<file path="src/rtl/feed_pkt_buffer.sv">
// Store-and-forward packet buffer: beats are written speculatively, committed on a clean eop and
// rolled back on error, overflow or abort; committed beats leave through an output register plus skid.
module feed_pkt_buffer #(
   parameter int DATA_W  = 64,
   parameter int EMPTY_W = 3,
   parameter int DEPTH   = 64,
   parameter int CNT_W   = 16
) (
   input  logic               clk,
   input  logic               reset,
   output logic               in_ready,
   input  logic               in_valid,
   input  logic               in_startofpacket,
   input  logic               in_endofpacket,
   input  logic [DATA_W-1:0]  in_data,
   input  logic [EMPTY_W-1:0] in_empty,
   input  logic               in_error,
   input  logic               out_ready,
   output logic               out_valid,
   output logic               out_startofpacket,
   output logic               out_endofpacket,
   output logic [DATA_W-1:0]  out_data,
   output logic [EMPTY_W-1:0] out_empty,
   output logic               out_error,
   output logic [CNT_W-1:0]   pkt_count,
   output logic [CNT_W-1:0]   drop_count
);
   localparam int AW = $clog2(DEPTH);
   localparam int PW = AW + 1;
   localparam int EW = DATA_W + EMPTY_W + 1;

   typedef enum logic [1:0] {IDLE, ACCEPT, DISCARD} wr_state_e;

   function automatic logic [CNT_W-1:0] sat_add(input logic [CNT_W-1:0] a, input logic [1:0] b);
      logic [CNT_W:0] s;
      s = {1'b0, a} + {{(CNT_W-1){1'b0}}, b};
      return s[CNT_W] ? '1 : s[CNT_W-1:0];
   endfunction

   logic [EW-1:0]    mem_q [DEPTH];
   wr_state_e        state_q, state_d;
   logic [PW-1:0]    wr_ptr_q, wr_ptr_d, wr_commit_q, wr_commit_d, rd_ptr_q, base;
   logic             orphan_q, orphan_d, in_ready_q;
   logic [CNT_W-1:0] drop_count_q, pkt_count_q;
   logic [1:0]       drop_inc;
   logic             beat, starts, takes, full, wr_en;

   // Write side: a sop always restarts at the last commit point, so an abort needs no extra rollback.
   always_comb begin
      beat        = in_valid & in_ready_q;
      starts      = beat & in_startofpacket;
      takes       = starts | (beat & (state_q == ACCEPT));
      base        = (state_q == ACCEPT && !in_startofpacket) ? wr_ptr_q : wr_commit_q;
      full        = (base - rd_ptr_q) == PW'(DEPTH);
      wr_en       = takes & !full & !in_error;
      state_d     = state_q;
      wr_ptr_d    = wr_ptr_q;
      wr_commit_d = wr_commit_q;
      orphan_d    = orphan_q;
      drop_inc    = 2'd0;
      if (starts && state_q == ACCEPT) drop_inc = drop_inc + 2'd1;
      if (starts && orphan_q) begin
         drop_inc = drop_inc + 2'd1;
         orphan_d = 1'b0;
      end
      if (beat && !in_startofpacket && state_q == IDLE) begin
         if (in_endofpacket) begin
            drop_inc = drop_inc + 2'd1;
            orphan_d = 1'b0;
         end else begin
            orphan_d = 1'b1;
         end
      end
      if (takes) begin
         if (!wr_en) begin
            wr_ptr_d = wr_commit_q;
            drop_inc = drop_inc + 2'd1;
            state_d  = in_endofpacket ? IDLE : DISCARD;
         end else begin
            wr_ptr_d = base + PW'(1);
            if (in_endofpacket) begin
               wr_commit_d = base + PW'(1);
               state_d     = IDLE;
            end else begin
               state_d = ACCEPT;
            end
         end
      end else if (beat && state_q == DISCARD && in_endofpacket) begin
         state_d = IDLE;
      end
   end

   always_ff @(posedge clk) begin
      if (reset) begin
         state_q      <= IDLE;
         wr_ptr_q     <= '0;
         wr_commit_q  <= '0;
         orphan_q     <= 1'b0;
         in_ready_q   <= 1'b0;
         drop_count_q <= '0;
      end else begin
         state_q      <= state_d;
         wr_ptr_q     <= wr_ptr_d;
         wr_commit_q  <= wr_commit_d;
         orphan_q     <= orphan_d;
         in_ready_q   <= 1'b1;
         drop_count_q <= sat_add(drop_count_q, drop_inc);
      end
   end

   always_ff @(posedge clk) begin
      if (wr_en) mem_q[base[AW-1:0]] <= {in_endofpacket, in_empty, in_data};
   end

   // Read side: beat layout is {sop, eop, empty, data}; the skid absorbs the read in flight during a stall.
   logic [EW:0]   out_beat_q, skid_beat_q;
   logic          out_vld_q, skid_vld_q, sop_next_q, rd_en, out_free;
   logic [EW-1:0] rd_entry;

   assign rd_entry = mem_q[rd_ptr_q[AW-1:0]];
   assign rd_en    = (rd_ptr_q != wr_commit_q) & !skid_vld_q;
   assign out_free = !out_vld_q | out_ready;

   always_ff @(posedge clk) begin
      if (reset) begin
         rd_ptr_q    <= '0;
         sop_next_q  <= 1'b1;
         out_vld_q   <= 1'b0;
         out_beat_q  <= '0;
         skid_vld_q  <= 1'b0;
         skid_beat_q <= '0;
         pkt_count_q <= '0;
      end else begin
         if (rd_en) begin
            rd_ptr_q   <= rd_ptr_q + PW'(1);
            sop_next_q <= rd_entry[EW-1];
         end
         if (out_free) begin
            if (skid_vld_q) begin
               out_beat_q <= skid_beat_q;
               out_vld_q  <= 1'b1;
               skid_vld_q <= 1'b0;
            end else if (rd_en) begin
               out_beat_q <= {sop_next_q, rd_entry};
               out_vld_q  <= 1'b1;
            end else begin
               out_vld_q <= 1'b0;
            end
         end else if (rd_en) begin
            skid_beat_q <= {sop_next_q, rd_entry};
            skid_vld_q  <= 1'b1;
         end
         if (out_vld_q && out_ready && out_beat_q[EW-1]) pkt_count_q <= pkt_count_q + CNT_W'(1);
      end
   end

   assign in_ready          = in_ready_q;
   assign out_valid         = out_vld_q;
   assign out_startofpacket = out_beat_q[EW];
   assign out_endofpacket   = out_beat_q[EW-1];
   assign out_empty         = out_beat_q[DATA_W +: EMPTY_W];
   assign out_data          = out_beat_q[DATA_W-1:0];
   assign out_error         = 1'b0;
   assign pkt_count         = pkt_count_q;
   assign drop_count        = drop_count_q;
endmodule

</file>
<file path="config.mk">
export PLATFORM = sky130hd
export DESIGN_NAME = feed_pkt_buffer
export DESIGN_NICKNAME = d
export VERILOG_FILES = /design/src/rtl/feed_pkt_buffer.sv
export SDC_FILE = /design/constraint.sdc
export NUM_CORES = 2
export LEC_CHECK = 0
export BUFFER_PORTS_ARGS = -buffer_cell sky130_fd_sc_hd__buf_2
export CORE_ASPECT_RATIO = 0.75
export CORE_MARGIN = 10
export CORE_UTILIZATION = 58
export CTS_CLUSTER_SIZE = 30
export DETAILED_ROUTE_END_ITERATION = 8
export GPL_ROUTABILITY_DRIVEN = 1
export MAX_ROUTING_LAYER = met4
export PLACE_DENSITY_LB_ADDON = 0.25
export RECOVER_POWER = 100
export SETUP_SLACK_MARGIN = 0.05
export SYNTH_ARGS = -nofsm -noshare
export SYNTH_HDL_FRONTEND = slang
export SYNTH_MEMORY_MAX_BITS = 65536
export SYNTH_SLANG_ARGS = --single-unit
</file>
<file path="constraint.sdc">
create_clock -name clk -period 15.9 [get_ports clk]
set_clock_uncertainty 0.15 [all_clocks]
set_input_delay 3.18 -clock clk [delete_from_list [all_inputs] [get_ports clk]]
set_output_delay 3.18 -clock clk [all_outputs]
set_load 0.01 [all_outputs]
</file>
* Word level (Yosys, flattened, before mapping)
Memory sizes are Yosys's and may differ from the RTL's. A register that Yosys moved wholly into a read port is not among the register bits. Index checks and enable logic that the tools add are counted.
Storage, ports and cells: flip-flop bits (word level) 198, bits in latches 0, output and inout bits 104, memories kept 1, bits of input ports 74, word-level logic and storage cells 83, bits in read-only memories 0, bits in writable memories 4352
Cells by class: reduce and logical (&&, ||, !) cells 22, eq/ne operators 4, multipliers 0, div/mod/pow operators 0, bitwise logic cells 9, shift operators 0, multiplexer cells 26, add/sub/neg operators 8, $lt $le $gt $ge 0
Memory list:
- mem_q | words 64, width 68, rd ports 1, clocked after memory_dff 1, write ports 1, line 40 | logic [EW-1:0] mem_q [DEPTH];
Operator list (number):
- $mux W69 | 2
- $mux W2 | 9
- $add A16 B2 Y17 | 1
- $add A16 B1 Y16 const B | 1
- $mux W16 | 1
- $add A7 B1 Y7 const B | 2
- $mux W7 | 2
- $mux W6 | 2
- $mux W1 | 10
- $logic_and A1 B1 Y1 | 9
- $eq A7 B7 Y1 const B | 1
- $ne A7 B7 Y1 | 1
- $sub A7 B7 Y7 | 1
- $add A2 B1 Y2 const B | 3
- $and A1 B1 Y1 | 6
- $reduce_bool A2 Y1 | 3
- $logic_not A1 Y1 | 5
- $reduce_and A2 Y1 | 2
- $reduce_and A3 Y1 | 1
- $eq A2 B1 Y1 const B | 1
- $eq A2 B2 Y1 const B | 1
- $logic_not A2 Y1 | 1
- $or A1 B1 Y1 | 2
- $reduce_or A2 Y1 | 1
- $not A1 Y1 | 1

* Longest topological paths before layout
depth after elaboration 14, gate-level depth with buffers 21, mapped depth without buffers 19

* Worst setup path after synthesis
No wires, ideal clock.
kind input to register, from in in_startofpacket, to mem mem_q[6][0] (netlist name) (enable), cell stages on the path 12, arrival 8.452 ns, required time 15.255 ns, buffers on the path 2, library setup time 0.495 ns, slack 6.803 ns, cells stage by stage buf_2 > nor3b_2 > buf_6 > mux2i_1 > inv_1 > ha_1 > or3_1 > a21oi_1 > o2111a_1 > a31oi_4 > nand4_1 > nor2_1
On the way: word-level cells in the longest chain between the ends 10, elaborated cells on any way between the ends 12, classes of those cells add/sub (1); eq/ne (1); mux (3); bitwise (4); reduce/logical (3)
RTL lines:
- from (decl) | line 13 | input logic in_startofpacket,
- $logic_not A1 Y1 | line 53 | base = (state_q == ACCEPT && !in_startofpacket) ? wr_ptr_q : wr_commit_q;
- $logic_and A1 B1 Y1 | line 53
- $mux W7 | line 53
- $sub A7 B7 Y7 | line 54 | full = (base - rd_ptr_q) == PW'(DEPTH);
- $eq A7 B7 Y1 | line 54
- $logic_not A1 Y1 | line 55 | wr_en = takes & !full & !in_error;
- $and A1 B1 Y1 (2 in a row) | line 55
- $mux W1 | line 112 | if (wr_en) mem_q[base[AW-1:0]] <= {in_endofpacket, in_empty, in_data};
- $mux W1 (not written as such) | line 112
- to (decl) | line 40
Several ways; a longest one is shown, not always the timed one.

* Final worst setup path
from in in_startofpacket, to mem mem_q[37][43] (netlist name) (enable)
The elaborated chain is that of the path after synthesis.

==> summary.md <==
| Metric | Value |
|---|---|
| Final hold vios | `0` |
| WP data required | `between 15 and 20 ns` |
| Mean Syn Cell Area | `22.2 sq um` |
| Status | `complete, but fails checks` |
| Final setup fails | `0` |
| Area of the die | `0.319 sq mm` |
| First-pass GRT wire length | `roughly 650000 um` |
| Layout cells sized above 1 | `between 20% and 30%` |
| Post-synth cell types | `between 50 and 60` |
| CP max FO | `44` |
| Max-cap viol count | `around 170` |
| DP HPWL | `roughly 270000 um` |
| Initial DRC count | `14300` |
| Detail Route Antenna Nets | `0` |
| Area grow syn2layout | `11.1%` |
| Clk pwr share | `a little under two fifths` |
| Post-synth EDFFs | `4352` |
| Antenna violations before repair | `19` |
| I/O pins | `178` |
| Slew Limit Fails | `7826` |
| Pwr/cell area | `around 140 mW/mm^2` |
| Worst-path clk slew | `approximately 0.07 ns` |
| Place WS | `6.65 ns` |
| Starting Density | `between 50% and 60%` |
| Power share of the sequential group | `49.7%` |
| Routed wire length | `461000 um` |
| Worst Hold Class | `flop to flop` |
| Setup crit end kind | `flop` |
| RSZ-0062 raised after global routing | `false` |
| # rows | `173` |
| CTS tree | `yes` |
| Chip height | `492 um` |
| Vias in the first global route | `83300` |
| Failing checks | `max-capacitance violations, max-slew violations` |
| Commonest non-fill, non-tap cell in the layout | `edfxtp_1` |
| Vias | `roughly 86000` |
| Leakage | `0.0571 uW` |
| Max-slew headroom | `-230%` |
| Post-synth ARST share | `0%` |
| Netlist Area Pre-Place | `0.172 sq mm` |
| Worst-Skew Late Latency | `0.95 ns` |
| Layout Nets | `between 8000 and 9000` |
| Sw frac | `23.6%` |
| Clock root buffer | `clkbuf_16` |
| Startpoint types | `input pin` |
| Final WS setup | `approximately 4 ns` |
| CP arrival | `12.08 ns` |
| Yosys warns | `0` |
| Worst Tran Pin Value | `4.95 ns` |
| Syn Inst Count | `roughly 7700` |
| Vias per cell | `6.95` |
| Utilization after layout | `64.6%` |
| Multi-input gate area | `0.0353 sq mm` |
| CTS resizes | `0` |
| CTS buffer count | `417` |
| GRT Residual Overflow | `0` |
| Placer congestion estimate | `between 0.8 and 0.9` |
| Commonest cells after routing, fill and taps aside | `edfxtp_1, mux4_2, a22oi_1, clkbuf_16, clkbuf_1` |
| CTS max path bufs | `4` |
| Global Route Usage Sum | `29.4%` |
| Max Clock Freq | `84.6 MHz` |
| H-tree depth | `5` |
| Core ar. | `0.296 sq mm` |
| Final period util | `74.4%` |
| Fin crit period | `11.82 ns` |
| Net load switching power | `approximately 6300 uW` |
| Detailed Routing Iterations Pass 1 | `6` |
| Critical setup path kind | `input pin to flop` |
| Pin count of the biggest net entering global routing | `approximately 130` |
| Die width | `649 um` |
| Port bufs | `about 180` |
| Reg area | `0.135 sq mm` |
| # clock sinks | `roughly 4600` |
| Predominant post-synthesis flop cell | `edfxtp_1` |
| Post-CTS Setup Inserts | `0` |
| Syn nets | `roughly 7800` |
| Filler Cell Count | `19000` |
| P_int | `about 20000 uW` |
| Combinational Power Share | `12.1%` |
| Yosys reg bits | `~4600` |
| # hold bufs at CTS | `0` |
| Register area share after synthesis | `slightly below 80%` |
| WL per Instance | `roughly 37 um` |
| Final setup TNS | `0 ns` |
| Max VDD drop | `0.000145 V` |
| Drt drc | `0` |
==> layout make-up <==
type,instances,area share [%]
timing repair buffer,412,1.14
clock buffer,532,5.85
tap,3937,2.58
inverter,19,0.0386
multi-input combinational,2702,18.5
sequential,4556,70.5
clock inverter,237,1.36
antenna,8,0.0105
==> per-stage QoR <==
stage / instances / instance area [sq um] / hold WS (ns) / total power (uW)
5_1_grt: 12400 / 191000 / 0.324 / 27500
6_report: 12400 / 191000 / 0.312 / 26700
2_1_floorplan: 7744 / 172000 / 0.282 / 15700
4_1_cts: 12400 / 192000 / 0.315 / 26800
3_3_place_gp: 11600 / 178000 / 0.294 / 16800
3_5_place_dp: 11600 / 178000 / 0.296 / 16800
==> power by group through the flow <==
stage	Combinational [uW]	Sequential, uW	Clock, uW
after floorplan	2200	13500	0
after global placement	3260	13500	0
after detailed placement	3280	13500	0
after CTS	3300	13300	10300
after global routing	3430	13300	10700
final	3230	13300	10200
==> per-layer routing <==
metal	GRT usage (%)	part of all wire (%)
met4	8.34	3.6
met5	-	0
met2	41.5	45
met3	7.71	14
met1	43.0	38
==> synthesized netlist by cell type, types with 8 or more instances <==
cell type / number / area share (%)
nor3_1: 81 / 0.24
buf_4: 33 / 0.14
nor2_1: 122 / 0.27
edfxtp_1: 4352 / 76
a21oi_1: 298 / 0.87
dfxtp_1: 204 / 2.4
mux4_2: 1088 / 14
o21ai_1: 71 / 0.21
or3_1: 8 / 0.029
nand3_1: 28 / 0.081
o21ai_0: 9 / 0.026
a22oi_1: 546 / 2.4
a31oi_1: 70 / 0.25
buf_2: 107 / 0.31
xnor2_1: 27 / 0.14
mux2i_1: 13 / 0.076
o2bb2ai_1: 68 / 0.35
and3_1: 9 / 0.033
xor2_1: 17 / 0.087
ha_1: 13 / 0.095
nor4_2: 67 / 0.49
buf_1: 38 / 0.083
clkbuf_1: 283 / 0.62
nand2_1: 99 / 0.22
nor2b_1: 10 / 0.036
inv_1: 17 / 0.037
==> flip-flops by register name, indices dropped and copies added, names as in the netlist, 2 cells and up, named ones only <==
register	flops
skid_beat_q	69
state_q	2
drop_count	16
wr_ptr_q	7
pkt_count	16
out_beat_q	69
mem_q	4352
rd_ptr_q	7
wr_commit_q	7
==> path summary, 6_finish.rpt <==
kind | startpoint | end | slack [ns] | cells past startpoint
hold reg to reg | skid_beat_q[1] | skid_beat_q[1] | 0.31 | 1
hold / removal | skid_beat_q[1] | skid_beat_q[1] | 0.31 | 1
setup / recovery | in_startofpacket | mem_q[37][43] | 4.08 | 12
setup reg to reg | state_q[0] | mem_q[37][43] | 6.09 | 11
==> kinds of logic (layout without fill, tap and decap cells) <==
group           after synthesis  count (layout)  share of synthesized area [%]
fa+ha+maj                    14              14                          0.106
compound gates             1083            1083                           4.22
simple gates                458             458                           1.53
other cells                   1               9                        0.00218
flops                      4556            4556                           78.3
xor+xnor                     44              44                          0.224
buf+inv                     486            1200                           1.24
mux                        1102            1102                           14.3
==> critical path, stage by stage <==
cell	delay, ns
clkbuf_1	0.17
nor3b_1	1.38
mux2i_1	0.57
inv_1	0.22
ha_1	0.37
nor3_1	0.24
a21bo_1	0.27
nand3_1	0.18
nand3_1	0.11
clkbuf_1	0.41
nor2_1	2.00
clkbuf_1	2.86
(Power assumes the default switching activity.)
